`src/rtl/serial_frame_receiver_pkg.sv`:
```
// Shared types and line levels for the serial frame receiver.
// The parity state is only reachable when RX_PARITY_EN is defined.
package serial_frame_receiver_pkg;

  localparam int unsigned DEFAULT_DATA_W = 8;

  localparam logic START_LVL = 1'b1;
  localparam logic STOP_LVL  = 1'b0;
  localparam logic IDLE_LVL  = 1'b0;

  typedef enum logic [1:0] {
    StIdle,
    StData,
    StParity,
    StStop
  } state_e;

endpackage

```
`src/rtl/serial_frame_receiver_if.sv`:
```
// Serial input, consumer handshake and status pulses of the serial frame receiver.
// Carries parity_err only when RX_PARITY_EN is defined.
interface serial_frame_receiver_if
  import serial_frame_receiver_pkg::*;
#(
  parameter int unsigned DATA_W = DEFAULT_DATA_W
);
  logic              rxd;
  logic [DATA_W-1:0] out_data;
  logic              out_valid;
  logic              out_ready;
  logic              frame_err;
  logic              overflow;
`ifdef RX_PARITY_EN
  logic              parity_err;
`endif

  // Receiver side.
  modport master (
    input  rxd,
    input  out_ready,
    output out_data,
    output out_valid,
    output frame_err,
`ifdef RX_PARITY_EN
    output parity_err,
`endif
    output overflow
  );

  // Line driver and byte consumer side.
  modport slave (
    output rxd,
    output out_ready,
    input  out_data,
    input  out_valid,
    input  frame_err,
`ifdef RX_PARITY_EN
    input  parity_err,
`endif
    input  overflow
  );

endinterface

```
`src/rtl/serial_frame_receiver_byte_fifo.sv`:
```
// Small synchronous byte FIFO with wrap-bit pointers; accepts a push while full
// only when a pop happens on the same edge.
module byte_fifo #(
  parameter int unsigned DATA_W     = 8,
  parameter int unsigned FIFO_DEPTH = 4
) (
  input  logic              clk,
  input  logic              rst,
  input  logic              push,
  input  logic [DATA_W-1:0] push_data,
  input  logic              pop,
  output logic [DATA_W-1:0] head,
  output logic              empty,
  output logic              full
);

  localparam int unsigned AW = $clog2(FIFO_DEPTH);

  logic [AW:0]       wr_q, rd_q;
  logic [DATA_W-1:0] mem_q [FIFO_DEPTH];
  logic              do_push, do_pop;

  always_comb begin
    empty   = (wr_q == rd_q);
    full    = (wr_q[AW] != rd_q[AW]) && (wr_q[AW-1:0] == rd_q[AW-1:0]);
    do_pop  = pop && !empty;
    do_push = push && (!full || do_pop);
    // Gated so the head reads as zero whenever nothing is buffered.
    head    = empty ? '0 : mem_q[rd_q[AW-1:0]];
  end

  always_ff @(posedge clk or negedge rst) begin
    if (!rst) begin
      wr_q <= '0;
      rd_q <= '0;
    end else begin
      if (do_push) wr_q <= wr_q + 1'b1;
      if (do_pop)  rd_q <= rd_q + 1'b1;
    end
  end

  always_ff @(posedge clk) begin
    if (do_push) mem_q[wr_q[AW-1:0]] <= push_data;
  end

endmodule

```
`src/rtl/serial_frame_receiver.sv`:
```
// Samples rxd once per clock, rebuilds start/data/stop frames into bytes and buffers them.
// Define RX_PARITY_EN for an even-parity bit before the stop bit and the parity_err pulse.
module serial_frame_receiver
  import serial_frame_receiver_pkg::*;
#(
  parameter int unsigned DATA_W     = DEFAULT_DATA_W,
  parameter int unsigned FIFO_DEPTH = 4
) (
  input logic                     clk,
  input logic                     rst,
  serial_frame_receiver_if.master bus
);

  localparam int unsigned CntW = (DATA_W > 1) ? $clog2(DATA_W) : 1;
  localparam logic [CntW-1:0] LastBit = CntW'(DATA_W - 1);

  state_e            state_q;
  logic [CntW-1:0]   cnt_q;
  logic [DATA_W-1:0] shift_q;
  logic              frame_err_q;
  logic              overflow_q;
`ifdef RX_PARITY_EN
  logic              par_q;
  logic              parity_err_q;
`endif

  logic              stop_ok;
  logic              byte_good;
  logic              pop;
  logic              empty;
  logic              full;
  logic [DATA_W-1:0] head;

  always_comb begin
    stop_ok   = (state_q == StStop) && (bus.rxd == STOP_LVL);
`ifdef RX_PARITY_EN
    byte_good = stop_ok && (par_q == ^shift_q);
`else
    byte_good = stop_ok;
`endif
    pop       = !empty && bus.out_ready;
  end

  byte_fifo #(
    .DATA_W     (DATA_W),
    .FIFO_DEPTH (FIFO_DEPTH)
  ) u_fifo (
    .clk        (clk),
    .rst        (rst),
    .push       (byte_good),
    .push_data  (shift_q),
    .pop        (pop),
    .head       (head),
    .empty      (empty),
    .full       (full)
  );

  always_ff @(posedge clk or negedge rst) begin
    if (!rst) begin
      state_q      <= StIdle;
      cnt_q        <= '0;
      shift_q      <= '0;
      frame_err_q  <= 1'b0;
      overflow_q   <= 1'b0;
`ifdef RX_PARITY_EN
      par_q        <= 1'b0;
      parity_err_q <= 1'b0;
`endif
    end else begin
      frame_err_q  <= 1'b0;
      overflow_q   <= 1'b0;
`ifdef RX_PARITY_EN
      parity_err_q <= 1'b0;
`endif
      unique case (state_q)
        StIdle: begin
          if (bus.rxd == START_LVL) begin
            state_q <= StData;
            cnt_q   <= '0;
          end
        end
        StData: begin
          shift_q[cnt_q] <= bus.rxd;
          cnt_q          <= cnt_q + 1'b1;
          if (cnt_q == LastBit) begin
`ifdef RX_PARITY_EN
            state_q <= StParity;
`else
            state_q <= StStop;
`endif
          end
        end
`ifdef RX_PARITY_EN
        StParity: begin
          par_q   <= bus.rxd;
          state_q <= StStop;
        end
`endif
        StStop: begin
          // A 1 here is a framing error, never a fresh start bit.
          state_q <= StIdle;
          if (!stop_ok) begin
            frame_err_q <= 1'b1;
`ifdef RX_PARITY_EN
          end else if (!byte_good) begin
            parity_err_q <= 1'b1;
`endif
          end else if (full && !pop) begin
            overflow_q <= 1'b1;
          end
        end
        default: state_q <= StIdle;
      endcase
    end
  end

  assign bus.out_data   = head;
  assign bus.out_valid  = !empty;
  assign bus.frame_err  = frame_err_q;
  assign bus.overflow   = overflow_q;
`ifdef RX_PARITY_EN
  assign bus.parity_err = parity_err_q;
`endif

endmodule

```
`src/flat_wrapper.sv`:
```
// flat-port wrapper written by rule: the top's interface ports become plain ports
module serial_frame_receiver_flat import serial_frame_receiver_pkg::*;
#(
  parameter int unsigned DATA_W     = DEFAULT_DATA_W,
  parameter int unsigned FIFO_DEPTH = 4
)
  (clk, rst, bus_rxd, bus_out_ready, bus_out_data, bus_out_valid, bus_frame_err, bus_overflow);
  serial_frame_receiver_if #(.DATA_W(DATA_W)) bus_i ();
  input logic clk;
  input logic rst;
  input wire logic [$bits(bus_i.rxd)-1:0] bus_rxd;
  input wire logic [$bits(bus_i.out_ready)-1:0] bus_out_ready;
  output wire logic [$bits(bus_i.out_data)-1:0] bus_out_data;
  output wire logic [$bits(bus_i.out_valid)-1:0] bus_out_valid;
  output wire logic [$bits(bus_i.frame_err)-1:0] bus_frame_err;
  output wire logic [$bits(bus_i.overflow)-1:0] bus_overflow;
  assign bus_i.rxd = bus_rxd;
  assign bus_i.out_ready = bus_out_ready;
  assign bus_out_data = bus_i.out_data;
  assign bus_out_valid = bus_i.out_valid;
  assign bus_frame_err = bus_i.frame_err;
  assign bus_overflow = bus_i.overflow;
  serial_frame_receiver #(.DATA_W(DATA_W), .FIFO_DEPTH(FIFO_DEPTH)) u_core (.clk(clk), .rst(rst), .bus(bus_i));
endmodule
```
`config.mk`:
```
export PLATFORM = sky130hd
export DESIGN_NAME = serial_frame_receiver_flat
export DESIGN_NICKNAME = d
export VERILOG_FILES = /design/src/rtl/serial_frame_receiver_pkg.sv /design/src/rtl/serial_frame_receiver_if.sv /design/src/rtl/serial_frame_receiver_byte_fifo.sv /design/src/rtl/serial_frame_receiver.sv /design/src/flat_wrapper.sv
export SDC_FILE = /design/constraint.sdc
export NUM_CORES = 1
export LEC_CHECK = 0
export CORE_MARGIN = 4
export CORE_UTILIZATION = 60
export CTS_BUF_LIST = sky130_fd_sc_hd__clkbuf_4
export CTS_CLUSTER_DIAMETER = 200
export CTS_CLUSTER_SIZE = 14
export DETAILED_ROUTE_END_ITERATION = 8
export PLACE_DENSITY = 0.81
export SYNTH_ARGS = -nofsm -noshare
export SYNTH_HDL_FRONTEND = slang
export SYNTH_SLANG_ARGS = --single-unit
```
`constraint.sdc`:
```
create_clock -name clk -period 2.7 [get_ports clk]
set_input_delay 0.27 -clock clk [delete_from_list [all_inputs] [get_ports clk]]
set_output_delay 0.27 -clock clk [all_outputs]
set_load 0.1 [all_outputs]
```
Word level (Yosys, flattened, before mapping)
Memories as Yosys holds them, arrays and structs flattened.
Index checks and enable logic that the tools add are counted.
- register bits: 21
- latch bits: 0
- bits in writable memories: 32
- ROM bits: 0
- bits of input ports: 4
- output and inout bits: 11
- word-level logic and storage cells: 53
- memories kept: 1
- memory list (memory ; depth ; width ; rd ports ; clocked after memory_dff ; write ports ; RTL line ; source):
    u_core.u_fifo.mem_q ; 4 ; 8 ; 1 ; 0 ; 1 ; serial_frame_receiver_byte_fifo.sv:20 ; logic [DATA_W-1:0] mem_q [FIFO_DEPTH];
- $add $sub $neg: 3
- $mul: 0
- div/mod/pow operators: 0
- order comparisons: 2
- eq/ne operators: 8
- shift-type cells: 0
- muxes and demuxes: 16
- bitwise logic cells: 1
- reductions and logical operators: 15
- operators by type and width (kind ; count):
    3-bit by 1-bit adder with 3-bit output, second input constant ; 3
    8-bit bitwise mux ; 1
    1-bit two-way mux ; 8
    8-bit two-way mux ; 1
    1-bit logical AND ; 7
    3-bit case mux with 2 select lines ; 1
    3-bit by 4-bit less-than comparator with 1-bit output, second input constant ; 1
    2-bit two-way mux ; 2
    2-bit case mux with 2 select lines ; 1
    2-bit AND reduction ; 2
    1-bit demux with 3-bit select ; 1
    3-bit == test ; 1
    3-bit == test, second input constant ; 1
    3-bit by 1-bit greater-or-equal comparator with 1-bit output, second input constant ; 1
    1-bit zero test ; 3
    3-bit two-way mux ; 1
    2-bit by 1-bit == test with 1-bit output, second input constant ; 1
    2-bit == test ; 1
    2-bit == test, second input constant ; 1
    2-bit zero test ; 1
    2-bit by 1-bit inequality test with 1-bit output, second input constant ; 1
    2-bit inequality test, second input constant ; 1
    2-bit nonzero test ; 1
    1-bit logical OR ; 1
    2 further kinds ; 2

Longest topological paths before layout
- depth in word-level cells: 8
- gate-level depth with buffers: 4
- depth with buffers taken out: 4

By module
Synthesis repeated with hierarchy kept, for this count alone.
- cell total of the unflattened synthesis: 137
- area, all modules: 2328.5 µm²
- modules (own cells, without submodules) (module ; times used ; cells an instance ; area each (µm²) ; seq. area each (µm²)):
    byte_fifo ; 1 ; 85 ; 1657.8 ; 1111.1
    serial_frame_receiver ; 1 ; 52 ; 670.6 ; 375.4

Worst setup path before layout
No wires, ideal clock.
- kind: register -> output
- start point: register u_core.u_fifo.rd_q[1]
- end point: output port bus_out_data[0]
- arrival: 2308 ps
- required time: 2430 ps
- path slack: 122 ps
- cell stages (with the launch flop): 5
- buffers on the path: 1
- cell sequence: dfrtp_1 -> buf_4 -> xor2_1 -> nor3_2 -> nor2b_1
- longest elaborated chain between the ends: 2
- elaborated cells between the ends (all ways): 3
- those cells by class: 1 x eq/ne; 1 x mux; 1 x memory
- ends and longest elaborated chain (what ; RTL line ; source):
    start: declaration ; serial_frame_receiver_byte_fifo.sv:19 ; logic [AW:0] wr_q, rd_q;
    start signal: assignment ; serial_frame_receiver_byte_fifo.sv:38 ; if (do_pop) rd_q <= rd_q + 1'b1;
    memory 4 x 8 bit or 3-bit == test (tied branches) ; -- ;
    8-bit two-way mux * ; serial_frame_receiver_byte_fifo.sv:29 ; head = empty ? '0 : mem_q[rd_q[AW-1:0]];
    end: declaration ; flat_wrapper.sv:13 ; output wire logic [$bits(bus_i.out_data)-1:0] bus_out_data;
Mark *: on every way between the ends. The rest lies on a longest branch, timed or not.

Worst setup path after layout
- start point: register u_core.u_fifo.rd_q[1]
- end point: output port bus_out_data[1]
The elaborated chain is that of the path after synthesis.

==> out/results.ini <==
[status]
run_status = finished, final reports clean

[floorplan]
die_w_microns = 70.00
die_h_microns = 70.00
start_util = 0.6252
dieArea_sq_um = 4899
top_level_ports = 15
coreArea_sq_um = 3689
num_rows = 22

[layout]
utilization = 0.6967
drive_above_1_share = 0.2405
nets = 168
final_cells = 206
antenna_cells = 0
areaGrowthSynthToFinish_pct = 11.45
fill_cells = 265

[worst_setup_path]
arrival_ns = 2.16
cp-end-kind = primary output
crit_fanout = 12
crit_path_start_kind = register
critical_path_class = register to primary output
worst_ep_required_time_ns = 2.43
path_cells = xor2_1 -> nor3_2 -> nor2b_1 -> buf_12
slowest_stage = dfrtp_1
max_stage_delay_ns = 0.68

[logic_synthesis]
synth_edf_count = 32
ys_async_sr_fraction = 0.3962
synth_area_leader_cell = edfxtp_1
ys_types = 34
seq_area_frac_synth = 0.6446
yosys-top-cells-area = edfxtp_1 42%, dfrtp_1 23%, mux4_2 7.8%, ha_1 3.8%, mux2_1 2.9%
synthCells = 139
yosys_warnings = 0
synthFlopType = edfxtp_1
ys_seq_elements = 53
yosysMostFrequentCell = edfxtp_1
synth_nets = 150
synth_top_cell_area_share = 0.4167
synth_common_cells = 32 x edfxtp_1, 21 x dfrtp_1, 10 x nor2b_1
synth_area_sq_um = 2306
synth.avg_cell_area_sq_um = 16.59

[timing]
layout_worst_path_cycle_share = 0.8991
fin_hold_ws_ns = 0.4255
worstMarginPinSlew_ns = 0.9339
rsz0062_at_grt = false
finalSetupViolCount = 0
clock.fmax_ghz = 0.4119
slew_violations = 0
hold_viol = 0
relSlewSlack = 0.3755
tns_ns = 0
finalCriticalPeriod_ns = 2.428
skew_ns = 0.01293

[clock_tree]
cts_resized = 0
clockBufferDepth = 2
clockRootBuffer = clkbuf_4
cts_tree = yes
clock_latency_ns = 0.35
cts_sinks = 53
clk_pin_slew_ns = 0.13
ctsHtreeMaxLevel = 2
postCtsHoldBufs = 0
cts_buffers = 5
cts_setup_buffers = 0

[place]
dp_cells = 198
port_buffers = 14
hpwl_microns = 2727
gp_congestion = 0.8022

[routing]
drcViolationCount = 0
vias = 1184
drt_iter0_drc = 67
wl_per_cell_microns = 17.55
drt-vias-per-instance = 5.748
dr.pass1.iters = 4
antenna_left = 0
drt_wl_total_microns = 3616

[grt]
grt_pass1_vias = 1295
gr-total-overflow = 0
grt_max_degree = 22
track_usage = 0.1634
antenna_found_initial = 0
grt_first_pass_wirelength_microns = 6127

[hold_path]
min_path_type = primary input to async pin

[job]
cap_violations = 0

-- worst max-delay path: cells and delay by family, from the launching register on --
kind | cells | cell delay [ns]
buf+inv | 1 | 0.21
flops | 1 | 0.68
xor+xnor | 1 | 0.21
simple gates | 2 | 0.71
-- cells by family after synthesis --
kind of cell               share of synthesized area
adders and majority gates                    0.03798
AOI/OAI and AO/OA                            0.03636
DFF                                           0.6446
muxes                                         0.1270
and+or+nand+nor                              0.09441
buffers and inverters                        0.02279
xor gates and xnor gates                     0.03690
-- layer usage --
layer  vias up  track usage  part of all wire
met1       598       0.1974              0.41
li1        552            -                 -
met4         0      0.05106             0.012
met2        28       0.2928              0.54
met5         -            0                 0
met3         6      0.03309             0.040
-- stage by stage --
step / area (sq um) / setup WS, ns
global placement: 2514 / 0.5130
detailed placement: 2514 / 0.4286
floorplan: 2306 / 0.1216
global route: 2570 / 0.06345
CTS: 2570 / 0.2103
finish: 2570 / 0.2723
-- flip-flops by register name (all words and copies together), names as in the netlist --
name / cells
u_core.shift_q: 8
u_core.cnt_q: 3
u_core.u_fifo.wr_q: 3
u_core.bus.frame_err: 1
u_core.u_fifo.mem_q: 32
u_core.bus.overflow: 1
u_core.state_q: 2
u_core.u_fifo.rd_q: 3
-- layout make-up --
class / count / area [sq um] / area share
sequential: 53 / 1486 / 0.5784
multi-input combinational: 75 / 767.0 / 0.2984
timing repair buffer: 16 / 177.7 / 0.06913
tap: 48 / 60.06 / 0.02337
clock buffer: 7 / 52.55 / 0.02045
inverter: 6 / 22.52 / 0.008763
clock inverter: 1 / 3.754 / 0.001461
-- placed cells by master, fill, tap and decap left out --
master,instances
o311ai_1,2
inv_1,6
dfrtp_1,21
clkbuf_4,7
nor2b_1,10
o21bai_1,1
nor3_1,2
a41oi_2,1
nand3_1,2
mux2_2,4
buf_4,9
xor2_1,1
clkinv_1,1
edfxtp_1,32
xnor2_1,5
mux4_2,8
nand3b_1,4
xor2_2,2
nand4_1,1
ha_1,7
clkdlybuf4s50_1,3
o31ai_2,1
nor3b_1,3
and2_1,4
nor2_1,1
and3_1,1
o21ai_0,1
nor3b_2,1
nor3_2,1
mux2_1,6
a21o_1,1
nand2_1,1
nand2b_1,1
a22o_1,2
buf_12,4
and4_1,1
-- worst paths after layout --
kind,from,end,slack (ns),depth (start not counted)
worst max-delay path,u_core.u_fifo.rd_q[1]$_DFFE_PN0P_,bus_out_data[1],0.27,4
worst min-delay path,rst,u_core.cnt_q[2]$_DFFE_PN0P_,0.43,1
worst max register to register,u_core.u_fifo.rd_q[1]$_DFFE_PN0P_,u_core.u_fifo.mem_q[1][2]$_DFFE_PP_,0.75,3
worst min register to register,u_core.shift_q[5]$_DFFE_PN0P_,u_core.u_fifo.mem_q[0][5]$_DFFE_PP_,0.56,0
max in group asynchronous,rst,u_core.shift_q[2]$_DFFE_PN0P_,1.70,1
min in group clk,u_core.shift_q[5]$_DFFE_PN0P_,u_core.u_fifo.mem_q[0][5]$_DFFE_PP_,0.56,0
Power is not shown: default switching activity piles up to over one toggle a cycle in this logic, so the estimate is an artifact.
